File: src/rtl/virtual_source.sv
// Synthetic cast-traffic injector: bursts of sequence-numbered flits tagged with (x, y).
// Optional macro VIRTUAL_SOURCE_DISPLAY_EN prints start/finish messages on the first/final handshake.
module virtual_source #(
    parameter int total_flits = 1000,
    parameter int burst_len   = 8,
    parameter int gap_len     = 0,
    parameter int start_delay = 0,
    parameter int x           = 0,
    parameter int y           = 0,
    parameter int DW          = 32
) (
    input  logic          clk,
    input  logic          rstn,
    input  logic          start_i,
    output logic [DW-1:0] data_o,
    output logic          valid_o,
    input  logic          ready_i,
    output logic          busy_o,
    output logic          done_o,
    output logic [15:0]   sent_cnt_o
);

    typedef enum logic [2:0] {S_IDLE, S_WAIT, S_SEND, S_GAP, S_DONE} state_t;

    localparam int DMAX = (start_delay > gap_len) ? start_delay : gap_len;
    localparam int DCW  = (DMAX > 1) ? $clog2(DMAX + 1) : 1;
    localparam int BCW  = (burst_len > 1) ? $clog2(burst_len + 1) : 1;

    localparam logic [DCW-1:0] DLY_END   = DCW'(start_delay);
    localparam logic [DCW-1:0] GAP_END   = DCW'((gap_len > 0) ? gap_len - 1 : 0);
    localparam logic [BCW-1:0] BURST_END = BCW'(burst_len - 1);
    localparam logic [16:0]    TOTAL     = 17'(total_flits);

    if (DW < 32) begin : g_dw_check
        $error("virtual_source: DW must be at least 32");
    end

    state_t          r_state;
    logic [DCW-1:0]  r_dly;
    logic [BCW-1:0]  r_burst;

    state_t          w_state_nx;
    logic [DCW-1:0]  w_dly_nx;
    logic [BCW-1:0]  w_burst_nx;
    logic [15:0]     w_cnt_nx;
    logic [16:0]     w_cnt_inc;
    logic [DW-1:0]   w_data_nx;
    logic            w_valid_nx;
    logic            w_busy_nx;
    logic            w_done_nx;
    logic            w_load;
    logic            w_hs;

    function automatic logic [DW-1:0] f_payload(input logic [15:0] seq);
        logic [DW-1:0] p;
        p        = '0;
        p[31:24] = 8'(x);
        p[23:16] = 8'(y);
        p[15:0]  = seq;
        return p;
    endfunction

    // w_load presents a new flit on the next edge, numbered with the post-edge sent count.
    always_comb begin
        w_state_nx = r_state;
        w_dly_nx   = r_dly;
        w_burst_nx = r_burst;
        w_cnt_nx   = sent_cnt_o;
        w_data_nx  = data_o;
        w_valid_nx = valid_o;
        w_load     = 1'b0;
        w_hs       = valid_o && ready_i && (r_state == S_SEND);
        w_cnt_inc  = {1'b0, sent_cnt_o} + 17'd1;

        case (r_state)
            S_IDLE: begin
                w_dly_nx = '0;
                if (start_i) begin
                    if (start_delay > 0) w_state_nx = S_WAIT;
                    else                 w_state_nx = S_SEND;
                end
            end
            S_WAIT: begin
                if (r_dly == DLY_END) begin
                    w_state_nx = S_SEND;
                    w_dly_nx   = '0;
                    w_load     = 1'b1;
                end else begin
                    w_dly_nx = r_dly + DCW'(1);
                end
            end
            S_SEND: begin
                if (!valid_o) begin
                    w_load = 1'b1;
                end else if (w_hs) begin
                    w_cnt_nx = w_cnt_inc[15:0];
                    if (w_cnt_inc == TOTAL) begin
                        w_state_nx = S_DONE;
                        w_valid_nx = 1'b0;
                    end else if (r_burst == BURST_END) begin
                        w_burst_nx = '0;
                        if (gap_len > 0) begin
                            w_state_nx = S_GAP;
                            w_valid_nx = 1'b0;
                            w_dly_nx   = '0;
                        end else begin
                            w_load = 1'b1;
                        end
                    end else begin
                        w_burst_nx = r_burst + BCW'(1);
                        w_load     = 1'b1;
                    end
                end
            end
            S_GAP: begin
                if (r_dly == GAP_END) begin
                    w_state_nx = S_SEND;
                    w_dly_nx   = '0;
                    w_load     = 1'b1;
                end else begin
                    w_dly_nx = r_dly + DCW'(1);
                end
            end
            S_DONE: begin
                w_state_nx = S_DONE;
            end
            default: begin
                w_state_nx = S_IDLE;
            end
        endcase

        if (w_load) begin
            w_valid_nx = 1'b1;
            w_data_nx  = f_payload(w_cnt_nx);
        end
        w_busy_nx = (w_state_nx == S_WAIT) || (w_state_nx == S_SEND) || (w_state_nx == S_GAP);
        w_done_nx = (w_state_nx == S_DONE);
    end

    always_ff @(posedge clk or negedge rstn) begin
        if (!rstn) begin
            r_state    <= S_IDLE;
            r_dly      <= '0;
            r_burst    <= '0;
            sent_cnt_o <= '0;
            data_o     <= '0;
            valid_o    <= 1'b0;
            busy_o     <= 1'b0;
            done_o     <= 1'b0;
        end else begin
            r_state    <= w_state_nx;
            r_dly      <= w_dly_nx;
            r_burst    <= w_burst_nx;
            sent_cnt_o <= w_cnt_nx;
            data_o     <= w_data_nx;
            valid_o    <= w_valid_nx;
            busy_o     <= w_busy_nx;
            done_o     <= w_done_nx;
        end
    end

`ifdef VIRTUAL_SOURCE_DISPLAY_EN
    always_ff @(posedge clk) begin
        if (rstn && w_hs) begin
            if (sent_cnt_o == 16'd0)
                $display("time %0t: source (%0d, %0d) start injecting ...", $time, x, y);
            if (w_cnt_inc == TOTAL)
                $display("time %0t: source (%0d, %0d) finished injecting ...", $time, x, y);
        end
    end
`else
`endif

endmodule

File: config.mk
export PLATFORM = sky130hd
export DESIGN_NAME = virtual_source
export DESIGN_NICKNAME = d
export VERILOG_FILES = /design/src/rtl/virtual_source.sv
export SDC_FILE = /design/constraint.sdc
export NUM_CORES = 1
export LEC_CHECK = 0
export ABC_AREA = 1
export CORE_MARGIN = 2
export CORE_UTILIZATION = 52
export CTS_CLUSTER_DIAMETER = 60
export DETAILED_ROUTE_END_ITERATION = 16
export PLACE_DENSITY = 0.85
export SYNTH_ARGS = -nofsm -noshare
export SYNTH_HDL_FRONTEND = slang
export SYNTH_SLANG_ARGS = --single-unit
export TNS_END_PERCENT = 1
File: constraint.sdc
create_clock -name clk -period 6.6 [get_ports clk]
set_clock_uncertainty 0.2 [all_clocks]
set_input_delay 1.32 -clock clk [delete_from_list [all_inputs] [get_ports clk]]
set_output_delay 1.32 -clock clk [all_outputs]
set_load 0.01 [all_outputs]
==> results of run 1 <==
-- per-stage QoR --
step                      std cells  utilization (%)  hold slack (ns)  power [W]  worst slack [ns]
final                           355             66.7            0.315   0.000793              3.24
after global placement          347             64.3            0.298   0.000625              3.04
after detailed placement        347             64.3            0.293   0.000627              2.98
after CTS                       355             66.7            0.319   0.000797              3.27
after global routing            355             66.7            0.349   0.000845              2.97
after floorplan                 282                -            0.289   0.000485              4.12
-- critical path: cells and delay by family --
| family | cells | cell delay [ns] |
|---|---|---|
| simple gates | 5 | 1.00 |
| buf+inv | 2 | 1.05 |
-- cell type report --
type	instances	area share, %
timing repair buffer	39	15.6
clock buffer	7	3.48
inverter	23	3.48
multi-input combinational	199	36.4
clock inverter	1	0.202
tap	48	2.42
sequential	38	38.3
-- registers in the layout (all words and copies together) (netlist names) --
signal,cells
r_state,3
valid_o,1
data_o,16
done_o,1
sent_cnt_o,16
busy_o,1
-- power breakdown --
part	internal, W	switching, W	total (W)
registers	0.000288	0.0000567	0.000344
logic	0.000137	0.000147	0.000284
clock network	0.0000843	0.0000812	0.000165
total	0.000509	0.000285	0.000793
-- cells by family (layout without fill, tap and decap cells) --
family | after synthesis | count (layout) | synth area share (%)
and+or+nand+nor | 156 | 156 | 33.2
buffers and inverters | 45 | 70 | 11.9
DFF | 38 | 38 | 46.7
AOI/OAI and AO/OA | 22 | 22 | 6.08
xor gates and xnor gates | 3 | 3 | 1.29
adders and majority gates | 1 | 1 | 0.614
other | 1 | 17 | 0.184
-- cells in the final DEF, fill, tap and decap left out, drive strengths merged, types with 4 or more instances in the layout --
cell type and instances:
nand3 31, conb 17, dfrtp 38, nand4 4, nor2 19, clkbuf 7, o21ai 16, clkdlybuf4s50 38
nand2 100, inv 23
-- worst min path at each step --
stage / startpoint / to / slack [ns] / cells past startpoint
after global placement: data_o[11] / data_o[11] / 0.30 / 2
after detailed placement: data_o[7] / data_o[7] / 0.29 / 2
after CTS: data_o[7] / data_o[7] / 0.32 / 2
after global routing: data_o[13] / data_o[13] / 0.35 / 2
final: data_o[4] / data_o[4] / 0.31 / 2
after floorplan: r_state[2] / done_o / 0.29 / 2
-- routing by layer --
metal / share of wire (%) / global-route usage, % / wire length [microns]
met5: 0 / 0 / 0
met4: 1.3 / 9.69 / 59
met3: 8.2 / 7.43 / 375
met2: 46 / 36.0 / 2110
met1: 44 / 31.5 / 2030
==> out/qor.yml, run 1 <==
synth_seq_cells: 38
yosysSeqAreaShare_pct: 46.7
outcome: "finished clean"
tns_ns: 0
drive_gt1_share_pct: 6.19
postCtsHoldBufs: 0
place_area_sq_um: 2390
fin_area_sq_um: 2480
coreArea_sq_um: 3720
cts.repair.resized: 0
cts_buffers: 5
clock_latency_ns: 0.29
grt_pass1_vias: 1701
synth-main-ff-cell: "dfrtp_1"
place_congestion: 0.900
start_kind: "primary input"
r2r.worst_path.cells: 12
rrSetupSlack_ns: 4.02
yosysTopAreaCellShare_pct: 46.7
slowest_delay_ns: 0.59
fin_crit_sh_pct: 50.9
fin_nets: 311
critPathRequiredTime_ns: 6.63
path_max_fanout: 20
cts_sinks: 38
yosys.area.top_type: "dfrtp_1"
io_buffer_count: 38
drt-initial-drc-count: 179
grt_usage_pct: 23.7
hpwl_microns: 3240
drv_slew: 0
crit_path_end: "data_o[11]"
cts_tree: "built"
grt_max_degree: 39
timing.rr.start: "sent_cnt_o[0]"
viasPerCell: 4.99
first_pass_iters: 4
grt_pass1_wl_microns: 7800
areaGrowthSynthToFinish_pct: 21.7
die_h_microns: 66.6
vias: 1770
worstSetupPathType: "in2reg"
slew_headroom_pct: 44.6
postSynthAreaPerCell_sq_um: 7.66
seqCellArea_sq_um: 951
cp-startpoint: "ready_i"
clk_pin_slew_worst_paths_ns: 0.07
finalSetupViolations: 0
cp.arrival_ns: 3.39
routed_wl_microns: 4570
gr-total-overflow: 0
n_antenna_cell: 0
antenna_left: 0
clock.fmax_ghz: 0.297
synth_edf_count: 0
antenna_found_initial: 0
ys.warnings.count: 0
synth.area.top_cells: "dfrtp_1 (47%), nand2_1 (18%), nand3_1 (7.1%), buf_4 (6.3%), inv_1 (4.1%)"
multi_input_area_sq_um: 903
hp-class: "reg2reg"
io_pins: 55
synth.most_common_cell: "nand2_1"
initial_core_util_pct: 54.8
irDropWorstVdd_mv: 0.233
syn_area_sq_um: 2040
clockRootBuffer: "clkbuf_8"
yosysUniqueCellTypes: 26
fin_crit_ns: 3.36
end_kind: "flip-flop"
die_w_microns: 66.6
power.density_nw_per_um2: 320
syn_inst: 266
drv_cap: 0
dieArea_sq_um: 4430
wire_per_inst_microns: 12.9
row_count: 22
hold_viol_final: 0
r2r_end: "data_o[11]"
drc: 0
async_flop_share_pct: 100
cts_buffer_depth: 2
h-tree-depth: 2
cp_slowest_cell: "inv_1"
post-cts-setup-buffer-count: 0
worst_pin_slew_ns: 0.831
leakagePower_nw: 1.19
nFillCells: 316
synth_common_cells: "nand2_1 (97), dfrtp_1 (38), nand3_1 (29)"
rsz0062_at_grt: "no"
path_cells: "clkdlybuf4s50_1 > nand3_1 > inv_1 > nand2_4 > nand2_4 > nand2_1 > nand2_1"
(Power assumes the default switching activity.)
==> run 2: changes to the inputs <==
Settings changed: CORE_UTILIZATION 52 to 48, PLACE_DENSITY 0.85 to 0.8.
Clock period 6.6 ns to 3.33 ns, I/O delays scaled along.
==> out/qor.yml, run 2 (same netlist as run 1, synthesis figures left out) <==
areaGrowthSynthToFinish_pct: 22.5  # was 21.7%
hold_viol_final: 0  # unchanged
h-tree-depth: 2  # unchanged
worst_pin_slew_ns: 0.822  # was 0.831 ns
drive_gt1_share_pct: 7.44  # was 6.19%
dieArea_sq_um: 4780  # was 4430 sq um
rsz0062_at_grt: "no"  # unchanged
grt_pass1_vias: 1696  # was 1701
slew_headroom_pct: 45.2  # was 44.6%
tns_ns: 0  # unchanged
reg_top3: "data_o (16), sent_cnt_o (16), r_state (3)"  # unchanged
vias: 1805  # was 1770
antenna_left: 0  # unchanged
crit_path_end: "data_o[5]"  # was data_o[11]
routed_wl_microns: 4810  # was 4570 microns
die_h_microns: 69.1  # was 66.6 microns
fin_crit_ns: 2.52
coreArea_sq_um: 4030  # was 3720 sq um
first_pass_iters: 4  # unchanged
antenna_found_initial: 0  # unchanged
finalSetupViolations: 0  # unchanged
drv_slew: 0  # unchanged
cts_tree: "built"  # unchanged
r2r_end: "data_o[5]"  # was data_o[11]
wire_per_inst_microns: 13.4  # was 12.9 microns
initial_core_util_pct: 50.6  # was 54.8%
final_cell_mix: "nand2_1 (97), dfrtp_1 (38), clkdlybuf4s50_1 (37)"  # was nand2_1 (97), dfrtp_1 (38), clkdlybuf4s50_1 (38)
fin_crit_sh_pct: 75.5
irDropWorstVdd_mv: 0.541  # was 0.233 mV
cts_buffer_depth: 2  # unchanged
nFillCells: 355  # was 316
worstSetupPathType: "reg2reg"  # was in2reg
drv_cap: 0  # unchanged
power.density_nw_per_um2: 632  # was 320 nW/um^2
clock.fmax_ghz: 0.398
row_count: 23  # was 22
post-cts-setup-buffer-count: 0  # unchanged
cp.arrival_ns: 2.50  # was 3.39 ns
viasPerCell: 5.03  # was 4.99
postCtsHoldBufs: 0  # unchanged
critPathRequiredTime_ns: 3.32  # was 6.63 ns
timing.rr.start: "sent_cnt_o[1]"  # was sent_cnt_o[0]
die_w_microns: 69.1  # was 66.6 microns
cts.repair.resized: 0  # unchanged
r2r.worst_path.cells: 14  # was 12
place_congestion: 0.979  # was 0.900
drc: 0  # unchanged
clk_pin_slew_worst_paths_ns: 0.08  # was 0.07 ns
hp-class: "in2async"  # was reg2reg
io_pins: 55  # unchanged
grt_max_degree: 39  # unchanged
grt_usage_pct: 21.3  # was 23.7%
mostFrequentLayoutCell: "nand2_1"  # unchanged
end_kind: "flip-flop"  # unchanged
n_antenna_cell: 0  # unchanged
hpwl_microns: 3510  # was 3240 microns
gr-total-overflow: 0  # unchanged
cts_buffers: 5  # unchanged
fin_nets: 313  # was 311
start_kind: "flip-flop"  # was primary input
rrSetupSlack_ns: 0.81  # was 4.02 ns
outcome: "finished clean"  # unchanged
drt-initial-drc-count: 120  # was 179
leakagePower_nw: 1.20  # was 1.19 nW
path_max_fanout: 19  # was 20
cts_sinks: 38  # unchanged
clock_latency_ns: 0.29  # about the same
grt_pass1_wl_microns: 8110  # was 7800 microns
clockRootBuffer: "clkbuf_8"  # unchanged
finalWorstSetupSlack_ns: 0.814  # was 3.24 ns
cp-startpoint: "sent_cnt_o[1]"  # was ready_i
pre_cts_ws_ns: 0.760  # was 2.98 ns
io_buffer_count: 38  # unchanged
run 2: cell type report:
type	instances	area (sq um)	area share (%)
Clock buffer	6	82.6	3.31
Clock inverter	2	12.5	0.501
Inverter	23	86.3	3.46
Multi-Input combinational cell	199	903	36.2
Sequential cell	38	951	38.1
Tap cell	50	62.6	2.51
Timing Repair Buffer	41	398	15.9
run 2: worst min-delay path by stage:
stage,end,slack [ns],cells past startpoint
final,sent_cnt_o[12],0.26,1
after global routing,data_o[0],0.34,2
after CTS,sent_cnt_o[12],0.29,1
after detailed placement,data_o[13],0.29,2
after global placement,data_o[1],0.30,2
after floorplan,busy_o,0.17,0
run 2: power breakdown:
group / total [W] / switching [W] / internal [W]
logic: 0.000560 / 0.000288 / 0.000272
clock network: 0.000333 / 0.000166 / 0.000166
registers: 0.000684 / 0.000114 / 0.000570
run 2: metal layers:
metal / GRT usage, % / wire length [microns] / vias up / share of wire [%]
li1: - / - / 893 / -
met3: 5.56 / 266 / 12 / 5.5
met4: 8.06 / 110 / 0 / 2.3
met2: 34.2 / 2280 / 70 / 47
met5: 0 / 0 / - / 0
met1: 27.8 / 2150 / 830 / 45
run 2: critical path: stages (launching register included):
cell     delay [ns]
dfrtp_1        0.43
ha_1           0.28
nand2_1        0.07
nor2_1         0.26
nand3_1        0.12
nand2_1        0.07
nand2_1        0.06
inv_1          0.06
nand2_1        0.07
nor2_1         0.13
nand3_2        0.11
nand2_4        0.20
nand2_4        0.17
nand2_1        0.11
nand2_1        0.05
run 2: through the flow:
step | instances | cell area (sq um) | total power [W] | hold WS [ns] | utilization [%]
after floorplan | 282 | 2100 | 0.000961 | 0.170 | -
after global placement | 351 | 2400 | 0.00124 | 0.300 | 59.6
after detailed placement | 351 | 2400 | 0.00125 | 0.292 | 59.6
after CTS | 359 | 2500 | 0.00159 | 0.294 | 62.0
after global routing | 359 | 2500 | 0.00169 | 0.335 | 62.0
final | 359 | 2500 | 0.00158 | 0.263 | 62.0
==> run 3: changes to the inputs <==
Settings changed: CORE_UTILIZATION 48 to 43, PLACE_DENSITY 0.8 to 0.75.
Clock period 3.33 ns to 2.1 ns, I/O delays scaled along.
==> out/qor.yml, run 3 (same netlist as run 1, synthesis figures left out) <==
outcome: "finished, violations left"  # was finished clean
violations: "setup timing"
fin_nets: 344  # was 313
fin_crit_sh_pct: 103  # was 75.5%
fin_util_pct: 62.9  # was 62.0%
routed_wl_microns: 5490  # was 4810 microns
seqPwrFrac_pct: 36.0  # was 43.4%
viasPerCell: 5.04  # was 5.03
cts_buffer_depth: 2  # unchanged
worstSetupPathType: "reg2reg"  # unchanged
initial_core_util_pct: 44.0  # was 50.6%
hold_ws_ns: 0.311  # was 0.263 ns
nFillCells: 376  # was 355
critPathRequiredTime_ns: 2.08  # was 3.32 ns
pre_cts_ws_ns: -0.0351  # was 0.760 ns
clock_latency_ns: 0.29  # about the same
drive_gt1_share_pct: 22.4  # was 7.44%
cts_sinks: 38  # unchanged
end_kind: "flip-flop"  # unchanged
hp-class: "reg2reg"  # was in2async
dieArea_sq_um: 5300  # was 4780 sq um
die_w_microns: 72.8  # was 69.1 microns
seqCellArea_sq_um: 956  # was 951 sq um
grt_usage_pct: 20.9  # was 21.3%
fin_area_sq_um: 2910  # was 2500 sq um
cp.arrival_ns: 2.16  # was 2.50 ns
h-tree-depth: 2  # unchanged
hpwl_microns: 3810  # was 3510 microns
hold_viol_final: 0  # unchanged
p_comb_share_pct: 38.3  # was 35.5%
swShare_pct: 33.8  # was 36.1%
grt_pass1_vias: 1805  # was 1696
leakagePower_nw: 1.38  # was 1.20 nW
io_pins: 55  # unchanged
vias: 1985  # was 1805
worst_pin_slew_ns: 0.690  # was 0.822 ns
drv_cap: 0  # unchanged
power.density_nw_per_um2: 1040  # was 632 nW/um^2
clk_pin_slew_worst_paths_ns: 0.08  # about the same
clockRootBuffer: "clkbuf_8"  # unchanged
wire_per_inst_microns: 13.9  # was 13.4 microns
antenna_left: 0  # unchanged
cts_buffers: 5  # unchanged
place_congestion: 0.983  # was 0.979
cts_tree: "built"  # unchanged
clock.fmax_ghz: 0.460  # was 0.398 GHz
path_max_fanout: 8  # was 19
place_area_sq_um: 2600  # was 2400 sq um
first_pass_iters: 4  # unchanged
power.share.clock_pct: 25.8  # was 21.1%
grt_pass1_wl_microns: 8540  # was 8110 microns
p_sw_w: 0.00103  # was 0.000569 W
slew_headroom_pct: 54.0  # was 45.2%
antenna_found_initial: 0  # unchanged
die_h_microns: 72.8  # was 69.1 microns
finalSetupViolations: 19  # was 0
gr-total-overflow: 0  # unchanged
mostFrequentLayoutCell: "nand2_1"  # unchanged
io_buffer_count: 38  # unchanged
drv_slew: 0  # unchanged
drt-initial-drc-count: 129  # was 120
drc: 0  # unchanged
coreArea_sq_um: 4630  # was 4030 sq um
areaGrowthSynthToFinish_pct: 43.1  # was 22.5%
rsz0062_at_grt: "yes"  # was no
reg_top3: "data_o (16), sent_cnt_o (16), r_state (3)"  # unchanged
fin_crit_ns: 2.17  # was 2.52 ns
row_count: 25  # was 23
intPower_w: 0.00201  # was 0.00101 W
finalWorstSetupSlack_ns: -0.0719  # was 0.814 ns
multi_input_area_sq_um: 1020  # was 903 sq um
final_cell_mix: "nand2_1 (91), clkdlybuf4s50_1 (37), dfrtp_1 (34)"  # was nand2_1 (97), dfrtp_1 (38), clkdlybuf4s50_1 (37)
start_kind: "flip-flop"  # unchanged
irDropWorstVdd_mv: 0.479  # was 0.541 mV
n_antenna_cell: 0  # unchanged
grt_max_degree: 31  # was 39
## run 3: cell types whose count changed in the layout (fill, tap and decap cells not counted), sizes merged
cell,before,now
clkinv,1,0
nand2,100,101
bufinv,0,2
dlygate4sd3,0,1
clkinvlp,1,0
buf,4,33
## run 3: path summary, 6_finish.rpt
| kind | start | end | slack (ns) | cells after the start |
|---|---|---|---|---|
| hold reg to reg | data_o[9] | data_o[9] | 0.31 | 2 |
| setup reg to reg | sent_cnt_o[0] | data_o[5] | -0.07 | 12 |
| setup / recovery | sent_cnt_o[0] | data_o[5] | -0.07 | 12 |
| min in group asynchronous | rstn | sent_cnt_o[8] | 0.50 | 2 |
| hold / removal | data_o[9] | data_o[9] | 0.31 | 2 |
| max in group asynchronous | rstn | data_o[6] | 0.60 | 3 |
## run 3: timing repair
action / CTS / global route
setup buffers: 0 / 6
pin swaps: 1 / 7
hold buffers: 1 / 0
hold endpoints to repair: 29 / 0
gates resized for setup: 7 / 23
endpoints found under the setup margin: 19 / 21
gates cloned: 0 / 2
## run 3: power groups by stage
stage | Combinational, W | Clock, W | Sequential [W]
after detailed placement | 0.00103 | 0 | 0.00108
after CTS | 0.00107 | 0.000787 | 0.00108
after global placement | 0.00102 | 0 | 0.00108
after floorplan | 0.000396 | 0 | 0.00115
after global routing | 0.00127 | 0.000821 | 0.00111
final | 0.00116 | 0.000781 | 0.00109
## run 3: layout make-up
cell class / count / share of cell area (%)
Tap cell: 54 / 2.32
Inverter: 23 / 2.96
Clock buffer: 6 / 2.83
Sequential cell: 38 / 32.8
Timing Repair Buffer: 71 / 22.2
Clock inverter: 2 / 2.06
Multi-Input combinational cell: 200 / 34.9
## run 3: worst max-delay path: stages (launching register included)
cell     delay (ns)
dfrtp_2        0.43
ha_4           0.19
nand3_4        0.10
nor2_4         0.11
nand2_1        0.06
nand2_1        0.08
nand2_1        0.07
nor3_2         0.23
nand3_2        0.16
nand2_4        0.18
nand2_4        0.11
nand2_1        0.09
nand2_1        0.05
## run 3: through the flow
| step | setup TNS [ns] | instances | power, W |
|---|---|---|---|
| global route | -4.08 | 394 | 0.00320 |
| finish | -1.04 | 394 | 0.00303 |
| CTS | 0 | 386 | 0.00293 |
| global placement | -0.0875 | 377 | 0.00210 |
| floorplan | 0 | 282 | 0.00155 |
| detailed placement | -0.254 | 377 | 0.00211 |
## run 3: routing by layer
layer,up-vias,track usage (%),part of all wire (%)
met5,-,0,0
met4,0,5.97,1.6
met3,9,3.87,4.4
met2,60,34.8,52
met1,957,28.0,42
li1,959,-,-
